$ cat config.mk
export PLATFORM = sky130hd
export DESIGN_NAME = photon_gate_sequencer_flat
export DESIGN_NICKNAME = d
export VERILOG_FILES = /design/src/rtl/photon_gate_sequencer_if.sv /design/src/rtl/photon_gate_sequencer.sv /design/src/flat_wrapper.sv
export SDC_FILE = /design/constraint.sdc
export NUM_CORES = 1
export LEC_CHECK = 0
export BUFFER_PORTS_ARGS = -buffer_cell sky130_fd_sc_hd__buf_4
export CAP_MARGIN = 10
export CORE_ASPECT_RATIO = 0.5
export CORE_MARGIN = 2
export CORE_UTILIZATION = 60
export DETAILED_ROUTE_END_ITERATION = 7
export GPL_TIMING_DRIVEN = 0
export PLACE_DENSITY = 0.82
export SLEW_MARGIN = 20
export SYNTH_ARGS = -nofsm -noshare
export SYNTH_HDL_FRONTEND = slang
export SYNTH_SLANG_ARGS = --single-unit
$ cat constraint.sdc
create_clock -name clk50Mhz -period 7.2 [get_ports clk50Mhz]
set_input_delay 0.72 -clock clk50Mhz [delete_from_list [all_inputs] [get_ports clk50Mhz]]
set_output_delay 0.72 -clock clk50Mhz [all_outputs]
set_load 0.05 [all_outputs]
$ cat src/rtl/photon_gate_sequencer_if.sv
// photon_gate_sequencer_if: valid/ready result channel towards the SPI readout
// res_data  : {frame_idx[15:0], count[15:0]}
// res_valid : result available (driven by master)
// res_ready : consumer accepts the result (driven by slave)
interface photon_gate_sequencer_if;
  logic [31:0] res_data;
  logic        res_valid;
  logic        res_ready;
  modport master (output res_data, output res_valid, input res_ready);
  modport slave  (input res_data, input res_valid, output res_ready);
endinterface

$ cat src/rtl/photon_gate_sequencer.sv
// photon_gate_sequencer: per-trigger settle/clear/gate/drain/latch sequencing of a 16-bit photon counter
// clk50Mhz, rst (async, active-low) : clock and reset
// arm, trig, win_len, n_frames      : control inputs
// cnt_in / cnt_clr, cnt_gate        : counter interface
// res (master)                      : result handshake towards SPI readout
// busy, done, missed                : status
module photon_gate_sequencer #(
  parameter int SETTLE_CYC = 50,
  parameter int DRAIN_CYC  = 2,
  parameter int WIN_W      = 24
) (
  input  logic             clk50Mhz,
  input  logic             rst,
  input  logic             arm,
  input  logic             trig,
  input  logic [WIN_W-1:0] win_len,
  input  logic [15:0]      n_frames,
  input  logic [15:0]      cnt_in,
  output logic             cnt_clr,
  output logic             cnt_gate,
  output logic             busy,
  output logic             done,
  output logic [7:0]       missed,
  photon_gate_sequencer_if.master res
);
  typedef enum logic [2:0] {IDLE, SETTLE, CLEAR, COUNT, DRAIN, OUT} state_t;
  state_t           r_state, w_next;
  logic [WIN_W-1:0] r_cnt, r_win;
  logic [15:0]      r_fidx, r_nfr;
  logic             w_abort, w_load, w_last, w_clr, w_gate;
  assign w_abort = r_state != IDLE && !arm;
  assign w_load  = r_state == OUT && arm && (!res.res_valid || res.res_ready);
  assign w_last  = r_nfr != 16'd0 && r_fidx == r_nfr - 16'd1;
  assign busy    = r_state != IDLE;
  always_ff @(posedge clk50Mhz or negedge rst)
    if (!rst) r_state <= IDLE;
    else r_state <= w_next;
  // The OUT cycle is itself the last gate-low cycle before the sample,
  // so DRAIN only covers the remaining DRAIN_CYC-1 cycles.
  always_comb begin
    w_next = r_state;
    if (w_abort) w_next = IDLE;
    else
      case (r_state)
        IDLE:    if (trig && arm) w_next = SETTLE;
        SETTLE:  if (r_cnt == WIN_W'(SETTLE_CYC - 1)) w_next = CLEAR;
        CLEAR:   w_next = COUNT;
        COUNT:   if (r_cnt == r_win - 1'b1) w_next = DRAIN_CYC > 1 ? DRAIN : OUT;
        DRAIN:   if (r_cnt == WIN_W'(DRAIN_CYC - 2)) w_next = OUT;
        OUT:     if (w_load) w_next = IDLE;
        default: w_next = IDLE;
      endcase
  end
  // Strobes are registered from the next state so they align with the state and never glitch.
  always_comb begin
    w_clr  = w_next == CLEAR;
    w_gate = w_next == COUNT;
  end
  always_ff @(posedge clk50Mhz or negedge rst)
    if (!rst) begin
      cnt_clr       <= 1'b0;
      cnt_gate      <= 1'b0;
      done          <= 1'b0;
      missed        <= 8'd0;
      r_cnt         <= '0;
      r_win         <= '0;
      r_nfr         <= 16'd0;
      r_fidx        <= 16'd0;
      res.res_data  <= 32'd0;
      res.res_valid <= 1'b0;
    end else begin
      cnt_clr  <= w_clr;
      cnt_gate <= w_gate;
      done     <= w_load && w_last;
      r_cnt    <= w_next != r_state ? '0 : r_cnt + 1'b1;
      if (r_state == IDLE && trig && arm) r_win <= win_len == '0 ? WIN_W'(1) : win_len;
      // Frame count is captured while idle and disarmed, i.e. up to the moment arming starts a sequence.
      if (r_state == IDLE && !arm) r_nfr <= n_frames;
      if (trig && r_state != IDLE && missed != 8'hFF) missed <= missed + 8'd1;
      if (w_abort) r_fidx <= 16'd0;
      else if (w_load) r_fidx <= w_last ? 16'd0 : r_fidx + 16'd1;
      if (w_load) begin
        res.res_data  <= {r_fidx, cnt_in};
        res.res_valid <= 1'b1;
      end else if (res.res_ready) res.res_valid <= 1'b0;
    end
endmodule
$ cat src/flat_wrapper.sv
// flat-port wrapper written by rule: the top's interface ports become plain ports
module photon_gate_sequencer_flat 
#(
  parameter int SETTLE_CYC = 50,
  parameter int DRAIN_CYC  = 2,
  parameter int WIN_W      = 24
)
  (clk50Mhz, rst, arm, trig, win_len, n_frames, cnt_in, cnt_clr, cnt_gate, busy, done, missed, res_res_data, res_res_valid, res_res_ready);
  photon_gate_sequencer_if res_i ();
  input  logic clk50Mhz;
  input  logic rst;
  input  logic arm;
  input  logic trig;
  input  logic [WIN_W-1:0] win_len;
  input  logic [15:0] n_frames;
  input  logic [15:0] cnt_in;
  output logic cnt_clr;
  output logic cnt_gate;
  output logic busy;
  output logic done;
  output logic [7:0] missed;
  output wire logic [$bits(res_i.res_data)-1:0] res_res_data;
  output wire logic [$bits(res_i.res_valid)-1:0] res_res_valid;
  input wire logic [$bits(res_i.res_ready)-1:0] res_res_ready;
  assign res_res_data = res_i.res_data;
  assign res_res_valid = res_i.res_valid;
  assign res_i.res_ready = res_res_ready;
  photon_gate_sequencer #(.SETTLE_CYC(SETTLE_CYC), .DRAIN_CYC(DRAIN_CYC), .WIN_W(WIN_W)) u_core (.clk50Mhz(clk50Mhz), .rst(rst), .arm(arm), .trig(trig), .win_len(win_len), .n_frames(n_frames), .cnt_in(cnt_in), .cnt_clr(cnt_clr), .cnt_gate(cnt_gate), .busy(busy), .done(done), .missed(missed), .res(res_i));
endmodule
==> impl_metrics.json, run 1 <==
{
  "drt_iter0_drc": 461,
  "clock-root-buffer": "clkbuf_16",
  "cts.sinks": 127,
  "grt_usage": 0.287,
  "hold_class": "primary input to async pin",
  "syn_to_final_growth_pct": 23.1,
  "drc": 0,
  "rr_startpoint": "u_core.r_win[0]$_DFFE_PN0P_",
  "gp_congestion": 0.965,
  "ys_warn_count": 0,
  "nets": 974,
  "finalSetupTns_ps": 0,
  "die_x_um": 158,
  "yosys-top-cells-count": "149 x nand2_1, 127 x dfrtp_1, 60 x nor2_1",
  "dieArea_um2": 12800,
  "p_sw_frac": 0.374,
  "initial_utilization": 0.611,
  "hpwl_um": 12600,
  "numCtsBuffers": 17,
  "post-route-min-period_ps": 3400,
  "rsz0062_at_grt": "false",
  "cts.repair.resized": 0,
  "core-area_um2": 11700,
  "num_rows": 28,
  "clockBufferDepth": 2,
  "synth-edff-count": 0,
  "grt_pass1_vias": 6086,
  "ir_drop_v": 0.000160,
  "setup_viol": 0,
  "yosysSeqAreaShare": 0.445,
  "worstRegToRegCells": 11,
  "wl_per_cell_um": 16.2,
  "status": "completed",
  "p_clk_frac": 0.307,
  "worst_pin_slew_ps": 776,
  "worstReg2RegEnd": "u_core.r_cnt[21]$_DFF_PN0_",
  "syn_nets": 849,
  "critPathKind": "flip-flop to flip-flop",
  "cts.clk_slew.worst_paths_ps": 60,
  "yosysTopAreaCell": "dfrtp_1",
  "cts_tree": "built",
  "maxCapViolCount": 0,
  "fill_cells": 854,
  "cp-start-kind": "flip-flop",
  "drtAntennaViolNets": 0,
  "antenna_found_initial": 0,
  "drv_slew": 0,
  "yosys-top-cells-area": "dfrtp_1 44%, nand2_1 7.8%, mux2_2 5.2%",
  "regToRegSetupSlack_ps": 3800,
  "clkLatencyLatePin_ps": 430,
  "synth_cells": 781,
  "drtPass1Iterations": 5,
  "arrival_ps": 3710,
  "n_antenna_cell": 0,
  "via_count": 6287,
  "io_buffers": 105,
  "syn_area_um2": 7140,
  "fin_crit_sh": 0.473,
  "wirelength_um": 17600,
  "p_seq_frac": 0.360,
  "io_pins": 106,
  "holdBufCountCts": 0,
  "cts_setup_buffers": 0,
  "vias_per_cell": 5.80,
  "p_leak_nw": 3.97,
  "ys_ff_latch": 127,
  "finalClockSkew_ps": 11.8,
  "drive_above_1_share": 0.217,
  "postSynth.asyncResetShare": 1.00,
  "end_kind": "flip-flop",
  "fmax_mhz": 294,
  "pwr_density_cell_nw_per_um2": 336,
  "avgSynthCellArea_um2": 9.15,
  "ys.flop_type": "dfrtp_1",
  "slew_headroom": 0.478,
  "grt_overflow": 0,
  "grt_max_degree": 100,
  "intPower_w": 0.00185,
  "fin_util": 0.751,
  "die_h_um": 81.2,
  "yosysMostFrequentCell": "nand2_1",
  "switchingPower_w": 0.00110,
  "synth_cell_types": 73,
  "grt_pass1_wl_um": 28500,
  "cts_max_level": 4,
  "finalHoldViolCount": 0,
  "synth_top_cell_area_share": 0.445,
  "comb_power_share": 0.333,
  "crit_required_ps": 7500,
  "crit_fanout": 10
}
[worst max-delay path, cell delays in order (launching register included)]
cell and delay [ps]:
dfrtp_1 460, inv_1 100, ha_1 230, nor4b_1 470
nand4_2 320, or4_1 470, nand3_1 90, o21ai_0 70
o21ai_0 540, o211a_4 320, buf_8 140, nor2_1 60
[layout make-up]
type | instances | area [µm²] | share of cell area
Buffer | 41 | 195 | 0.0222
Clock buffer | 18 | 439 | 0.0499
Clock inverter | 14 | 180 | 0.0205
Inverter | 23 | 86.3 | 0.00982
Multi-Input combinational cell | 590 | 3680 | 0.419
Sequential cell | 127 | 3180 | 0.361
Tap cell | 165 | 206 | 0.0235
Timing Repair Buffer | 106 | 823 | 0.0936
[worst max-delay path by stage]
stage | from | endpoint | slack [ps] | cells past startpoint
2_1_floorplan | u_core.r_win[0]$_DFFE_PN0P_ | u_core.r_cnt[0]$_DFF_PN0_ | 4510 | 11
3_3_place_gp | u_core.r_win[0]$_DFFE_PN0P_ | u_core.r_cnt[9]$_DFF_PN0_ | 3970 | 11
3_5_place_dp | u_core.r_win[0]$_DFFE_PN0P_ | u_core.r_cnt[21]$_DFF_PN0_ | 3870 | 11
4_1_cts | u_core.r_win[0]$_DFFE_PN0P_ | u_core.r_cnt[21]$_DFF_PN0_ | 3830 | 11
5_1_grt | u_core.r_win[0]$_DFFE_PN0P_ | u_core.r_cnt[21]$_DFF_PN0_ | 3600 | 11
6_report | u_core.r_win[0]$_DFFE_PN0P_ | u_core.r_cnt[21]$_DFF_PN0_ | 3800 | 11
[power by group through the flow]
stage,combinational (W),sequential [W],clock [W]
after detailed placement,0.000967,0.00106,0
after global routing,0.00107,0.00109,0.000943
after floorplan,0.000690,0.00106,0
after global placement,0.000931,0.00106,0
after CTS,0.000975,0.00105,0.000907
final,0.000981,0.00106,0.000906
[placed cells by master (no fill, tap or decap), types with 8 or more instances in the layout]
cell type  count
nor3_1        18
nand2b_1       8
nand3_1       37
a21oi_1       14
nand2_1      149
inv_1         23
buf_4        104
nor4_1        20
xor2_1        30
and3_1        13
clkbuf_1      32
o21ai_0       24
dfrtp_1      127
mux2_2        33
clkbuf_16     17
nand4_1       19
xnor2_1       39
nor2_1        60
[layer usage]
metal | vias up | track usage | part of all wire
li1 | 3000 | - | -
met1 | 3065 | 0.354 | 0.43
met2 | 186 | 0.508 | 0.50
met3 | 36 | 0.0528 | 0.050
met4 | 0 | 0.112 | 0.020
met5 | - | 0 | 0
[registers in the layout, indices dropped and copies added, names as in the netlist, 3 cells and up]
signal / count
u_core.r_state: 3
u_core.r_win: 24
u_core.missed: 8
u_core.r_cnt: 24
u_core.r_fidx: 16
u_core.res.res_data: 32
u_core.r_nfr: 16
[kinds of logic (layout without fill, tap and decap cells)]
logic type	count (synthesis)	count (layout)	share of synthesized area
xor+xnor	69	69	0.0846
flops	127	127	0.445
fa+ha+maj	7	7	0.0123
mux	38	38	0.0590
compound gates	100	100	0.0967
simple gates	376	376	0.263
buf+inv	64	202	0.0394
[stage by stage]
| stage | total power, W | hold WS (ps) | area [µm²] | cells | setup slack (ps) |
|---|---|---|---|---|---|
| 2_1_floorplan | 0.00175 | 424 | 7140 | 781 | 4510 |
| 3_3_place_gp | 0.00199 | 461 | 8140 | 1051 | 3970 |
| 3_5_place_dp | 0.00203 | 464 | 8170 | 1052 | 3870 |
| 4_1_cts | 0.00294 | 142 | 8790 | 1084 | 3830 |
| 5_1_grt | 0.00310 | 146 | 8790 | 1084 | 3600 |
| 6_report | 0.00295 | 135 | 8790 | 1084 | 3800 |
Power figures use the tool's default switching activity.
==> run 2: changes to the inputs <==
--- a/config.mk
+++ b/config.mk
@@ -9,10 +9,10 @@
 export CAP_MARGIN = 10
 export CORE_ASPECT_RATIO = 0.5
 export CORE_MARGIN = 2
-export CORE_UTILIZATION = 60
+export CORE_UTILIZATION = 52
 export DETAILED_ROUTE_END_ITERATION = 7
 export GPL_TIMING_DRIVEN = 0
-export PLACE_DENSITY = 0.82
+export PLACE_DENSITY = 0.76
 export SLEW_MARGIN = 20
 export SYNTH_ARGS = -nofsm -noshare
 export SYNTH_HDL_FRONTEND = slang
==> constraint.sdc (replaced) <==
create_clock -name clk50Mhz -period 2.85 [get_ports clk50Mhz]
set_input_delay 0.285 -clock clk50Mhz [delete_from_list [all_inputs] [get_ports clk50Mhz]]
set_output_delay 0.285 -clock clk50Mhz [all_outputs]
set_load 0.05 [all_outputs]
==> run 2 against run 1 <==
- total power grew to 2.7 times the previous value
- maximum frequency rose by 20%
- sequential cell count unchanged
- largest power group is now combinational cells
- worst setup slack worse by 3800 ps
- critical path depth is 1 lower
- via count grew 2.0%
- critical path type unchanged
==> impl_metrics.json, run 2 (synthesis gave the netlist of run 1 again) <==
{
  "p_sw_frac": 0.365,
  "worstRegToRegCells": 10,
  "rsz0062_at_grt": "true",
  "clock-root-buffer": "clkbuf_16",
  "drtPass1Iterations": 6,
  "wirelength_um": 18500,
  "regToRegSetupSlack_ps": 20,
  "hold_class": "primary input to flip-flop",
  "dp_slack_ps": -512,
  "fmax_mhz": 354,
  "via_count": 6410,
  "io_buffers": 105,
  "cts.sinks": 127,
  "clockBufferDepth": 2,
  "pwr_density_cell_nw_per_um2": 864,
  "layout_commonest_cell": "nand2_1",
  "intPower_w": 0.00501,
  "maxCapViolCount": 0,
  "die_x_um": 170,
  "vias_per_cell": 5.77,
  "core-area_um2": 13500,
  "post-route-min-period_ps": 2830,
  "syn_to_final_growth_pct": 27.8,
  "switchingPower_w": 0.00288,
  "drc": 0,
  "numCtsBuffers": 17,
  "cp-start-kind": "flip-flop",
  "drv_slew": 0,
  "cp_cell_sequence": "inv_1 -> ha_2 -> or4b_1 -> or3_1 -> o21ai_2 -> nor4bb_2 -> a41o_1 -> o211a_4 -> buf_8 -> nor2_1",
  "slowest_stage": "or4b_1",
  "hpwl_um": 12800,
  "wl_per_cell_um": 16.7,
  "hold_path.startpoint": "cnt_in[7]",
  "setup_viol": 0,
  "drive_above_1_share": 0.252,
  "drt_iter0_drc": 474,
  "finalClockSkew_ps": 9.09,
  "reg_top3": "u_core.res.res_data: 32 flops, u_core.r_cnt: 24 flops, u_core.r_win: 24 flops",
  "slew_headroom": 0.555,
  "worst_pin_slew_ps": 662,
  "regMostFlops": "u_core.res.res_data",
  "finalWorstSetupSlack_ps": 23.3,
  "fin_crit_sh": 0.992,
  "arrival_ps": 3120,
  "grt_usage": 0.245,
  "clkLatencyLatePin_ps": 410,
  "finalHoldViolCount": 0,
  "nets": 990,
  "status": "completed",
  "ir_drop_v": 0.000541,
  "mostFrequentLayoutCells": "149 x nand2_1, 121 x dfrtp_1, 120 x buf_4",
  "crit_fanout": 10,
  "antenna_found_initial": 0,
  "n_antenna_cell": 0,
  "grt_overflow": 0,
  "p_clk_frac": 0.304,
  "initial_utilization": 0.530,
  "num_rows": 30,
  "grt_pass1_wl_um": 28600,
  "io_pins": 106,
  "setup.worst_path.end": "u_core.r_cnt[6]$_DFF_PN0_",
  "die_h_um": 86.9,
  "cts.clk_slew.worst_paths_ps": 60,
  "rr_startpoint": "u_core.r_win[0]$_DFFE_PN0P_",
  "p_seq_frac": 0.347,
  "end_kind": "flip-flop",
  "cts_tree": "built",
  "startpoint": "u_core.r_win[0]$_DFFE_PN0P_",
  "finalSetupTns_ps": 0,
  "gp_congestion": 0.876,
  "critPathKind": "flip-flop to flip-flop",
  "largest_reg_flops": 32,
  "p_leak_nw": 4.08,
  "dieArea_um2": 14800,
  "cp_slowest_stage_delay_ps": 500,
  "grt_pass1_vias": 5925,
  "drtAntennaViolNets": 0,
  "cts_max_level": 4,
  "comb_power_share": 0.349,
  "crit_required_ps": 3150,
  "grt_max_degree": 95,
  "worstReg2RegEnd": "u_core.r_cnt[6]$_DFF_PN0_"
}
run 2: changes by cell type in the layout (fill, tap and decap cells not counted), sizes merged:
cell | previous run | this run
clkbuf | 51 | 53
dlygate4sd3 | 0 | 1
buf | 114 | 131
clkinv | 4 | 3
inv | 28 | 23
bufinv | 3 | 5
run 2: power groups by stage:
stage	Combinational (W)	Clock, W	Sequential [W]
after floorplan	0.00174	0	0.00269
after global placement	0.00237	0	0.00267
after detailed placement	0.00244	0	0.00269
after CTS	0.00250	0.00242	0.00269
after global routing	0.00300	0.00250	0.00279
final	0.00275	0.00240	0.00274
run 2: worst min path at each step:
stage                                          to  cells after the start
2_1_floorplan            u_core.cnt_clr$_DFF_PN0_                      0
3_3_place_gp   u_core.res.res_data[7]$_DFFE_PN0P_                      2
3_5_place_dp          u_core.r_nfr[2]$_DFFE_PN0P_                      1
4_1_cts        u_core.res.res_data[7]$_DFFE_PN0P_                      3
5_1_grt        u_core.res.res_data[7]$_DFFE_PN0P_                      3
6_report       u_core.res.res_data[7]$_DFFE_PN0P_                      3
run 2: cell type report:
cell class	instances	area [µm²]
fill	1040	4340
multi-input combinational	590	3840
sequential	127	3190
timing repair buffer	122	946
clock buffer	22	464
tap	176	220
buffer	41	205
clock inverter	10	184
inverter	23	86.3
run 2: stage by stage:
stage / utilization / area (µm²) / power [W] / hold slack [ps] / std cells
global route: 0.678 / 9130 / 0.00829 / 51.8 / 1111
CTS: 0.660 / 8900 / 0.00761 / 54.3 / 1097
global placement: 0.605 / 8150 / 0.00504 / 462 / 1062
finish: 0.678 / 9130 / 0.00789 / 58.2 / 1111
detailed placement: 0.608 / 8190 / 0.00514 / 174 / 1063
floorplan: - / 7140 / 0.00443 / -10.6 / 781
run 2: per-layer routing:
metal	share of wire	GRT usage	vias up
met4	0.016	0.0824	0
li1	-	-	3021
met3	0.054	0.0436	33
met1	0.44	0.323	3138
met5	0	0	-
met2	0.49	0.418	218
run 2: repair_timing:
item | CTS | global route
gates resized for setup | 13 | 30
gates cloned | 0 | 1
endpoints found under the hold margin | 33 | 0
pin swaps | 3 | 8
buffers inserted | 1 | 13
hold buffers | 1 | 0
setup endpoints to repair | 42 | 43
run 2: worst max-delay path: cells and delay by family (launching register included):
| family | cells | cell delay (ps) |
|---|---|---|
| AO/OA/AOI/OAI | 3 | 610 |
| adder cells (fa/ha/maj) | 1 | 230 |
| buffers and inverters | 2 | 220 |
| flip-flops | 1 | 470 |
| AND/OR/NAND/NOR | 4 | 1190 |
==> run 3: changes to the inputs <==
--- a/config.mk
+++ b/config.mk
@@ -9,10 +9,11 @@
 export CAP_MARGIN = 10
 export CORE_ASPECT_RATIO = 0.5
 export CORE_MARGIN = 2
-export CORE_UTILIZATION = 52
+export CORE_UTILIZATION = 35
 export DETAILED_ROUTE_END_ITERATION = 7
 export GPL_TIMING_DRIVEN = 0
-export PLACE_DENSITY = 0.76
+export PLACE_DENSITY = 0.54
+export SETUP_SLACK_MARGIN = 0.05
 export SLEW_MARGIN = 20
 export SYNTH_ARGS = -nofsm -noshare
 export SYNTH_HDL_FRONTEND = slang
==> run 3 against run 2 <==
- final cell count rose by 8.0%
- count of clock-buffer cells in the layout decreased by 2
- worst setup slack better by 18 ps
- hold slack lost 21 ps
- sequential power barely moved
- critical path type unchanged
==> impl_metrics.json, run 3 (synthesis gave the netlist of run 1 again) <==
{
  "cp_cell_sequence": "or4_4 -> or4b_4 -> a211oi_4 -> a31oi_4 -> a211oi_2 -> a41o_1 -> o211a_4 -> buf_8 -> nor2_1",
  "drc": 0,
  "status": "completed",
  "layout_commonest_cell": "nand2_1",
  "cp_slowest_stage_delay_ps": 540,
  "pwr_density_cell_nw_per_um2": 838,
  "largest_reg_flops": 32,
  "io_buffers": 105,
  "n_antenna_cell": 0,
  "grt_overflow": 0,
  "clockBufferDepth": 2,
  "wl_per_cell_um": 15.9,
  "rr_startpoint": "u_core.r_win[0]$_DFFE_PN0P_",
  "num_rows": 36,
  "fin_crit_sh": 0.985,
  "drv_slew": 0,
  "grt_usage": 0.185,
  "hold_ws_ps": 36.7,
  "regMostFlops": "u_core.res.res_data",
  "dieArea_um2": 21600,
  "hold_path.startpoint": "cnt_in[9]",
  "regToRegSetupSlack_ps": 40,
  "grt_pass1_wl_um": 31400,
  "drtPass1Iterations": 5,
  "worstReg2RegEnd": "u_core.r_cnt[10]$_DFF_PN0_",
  "cts_tree": "built",
  "nets": 989,
  "rsz0062_at_grt": "true",
  "grt_max_degree": 72,
  "die_h_um": 105,
  "cts_max_level": 4,
  "arrival_ps": 3120,
  "multiInputGateArea_um2": 3970,
  "finalHoldViolCount": 0,
  "seq_area_um2": 3190,
  "hold_class": "primary input to flip-flop",
  "fmax_mhz": 356,
  "drive_above_1_share": 0.267,
  "cts.clk_slew.worst_paths_ps": 60,
  "drtAntennaViolNets": 0,
  "critPathKind": "flip-flop to flip-flop",
  "fin_util": 0.473,
  "worstRegToRegCells": 9,
  "slowest_stage": "or4_4",
  "hold_depth": 3,
  "vias_per_cell": 5.11,
  "die_x_um": 206,
  "clkLatencyLatePin_ps": 430,
  "initial_utilization": 0.362,
  "ir_drop_v": 0.000418,
  "mostFrequentLayoutCells": "148 x nand2_1, 121 x dfrtp_1, 119 x buf_4",
  "gp_congestion": 0.888,
  "via_count": 6132,
  "maxCapViolCount": 0,
  "io_pins": 106,
  "cts.sinks": 127,
  "post-route-min-period_ps": 2810,
  "hpwl_um": 13700,
  "antenna_found_initial": 0,
  "setup_viol": 0,
  "dp_slack_ps": -576,
  "end_kind": "flip-flop",
  "numCtsBuffers": 17,
  "finalClockSkew_ps": 13.5,
  "crit_required_ps": 3160,
  "p_leak_nw": 4.11,
  "reg_top3": "u_core.res.res_data: 32 flops, u_core.r_cnt: 24 flops, u_core.r_win: 24 flops",
  "syn_to_final_growth_pct": 30.7,
  "crit_fanout": 10,
  "clock-root-buffer": "clkbuf_16",
  "fill_cells": 1900,
  "grt_pass1_vias": 6133,
  "whs_endpoint": "u_core.res.res_data[9]$_DFFE_PN0P_",
  "slew_headroom": 0.532,
  "drt_iter0_drc": 312,
  "finalWorstSetupSlack_ps": 41.6,
  "core-area_um2": 19700,
  "cp-start-kind": "flip-flop",
  "post-place-cells": 1153,
  "worst_pin_slew_ps": 696,
  "wirelength_um": 19000,
  "stdcell_count": 1200
}
[run 3: cell types whose count changed in the layout (fill, tap and decap cells not counted), sizes merged]
cell      previous run  this run
bufinv               5         3
clkbuf              53        50
clkinvlp             2         4
inv                 23        25
[run 3: repair_timing]
| action | CTS | global route |
|---|---|---|
| endpoints found under the setup margin | 43 | 55 |
| setup buffers | 4 | 10 |
| pin swaps | 9 | 20 |
| gates resized for setup | 22 | 49 |
| hold endpoints to repair | 56 | 0 |
| gates cloned | 0 | 1 |
| hold buffers | 1 | 0 |
[run 3: cell type report]
class                   count  area share
multi-input cells         590       0.425
clock inverters            12      0.0171
flip-flops and latches    127       0.341
plain buffers              40      0.0225
clock buffers              20      0.0478
repair buffers            122       0.102
well taps                 266      0.0356
inverters                  23     0.00924
[run 3: worst max-delay path by stage]
stage,from,end,slack [ps],depth (start not counted)
floorplan,u_core.r_win[0]$_DFFE_PN0P_,u_core.r_cnt[0]$_DFF_PN0_,160,11
global placement,u_core.r_win[0]$_DFFE_PN0P_,u_core.r_cnt[9]$_DFF_PN0_,-520,11
detailed placement,u_core.r_win[0]$_DFFE_PN0P_,u_core.r_cnt[4]$_DFF_PN0_,-580,11
CTS,u_core.r_win[2]$_DFFE_PN0P_,u_core.r_cnt[10]$_DFF_PN0_,40,9
global route,u_core.r_win[0]$_DFFE_PN0P_,u_core.r_cnt[6]$_DFF_PN0_,-50,10
finish,u_core.r_win[0]$_DFFE_PN0P_,u_core.r_cnt[10]$_DFF_PN0_,40,9
[run 3: report_power, final]
part	switching, W	total (W)	internal (W)
Clock	0.000840	0.00224	0.00140
Combinational	0.00154	0.00284	0.00130
Sequential	0.000570	0.00274	0.00217
[run 3: per-layer routing]
metal	up-vias	global-route usage	part of all wire
met5	-	0	0
met4	0	0.0561	0.011
met3	16	0.0474	0.037
met2	100	0.293	0.48
met1	2999	0.248	0.48
li1	3017	-	-
[run 3: worst max-delay path: cells and delay by family, from the launching register on]
kind,cells,cell delay (ps)
DFF,1,440
AOI/OAI and AO/OA,5,970
and+or+nand+nor,3,1130
buffers and inverters,1,140
[run 3: through the flow]
| step | setup TNS (ps) | power (W) | cell area (µm²) |
|---|---|---|---|
| after CTS | 0 | 0.00760 | 9030 |
| after global routing | -705 | 0.00832 | 9340 |
| after global placement | -14220 | 0.00510 | 8270 |
| after detailed placement | -15740 | 0.00517 | 8300 |
| after floorplan | 0 | 0.00443 | 7140 |
| final | 0 | 0.00782 | 9340 |
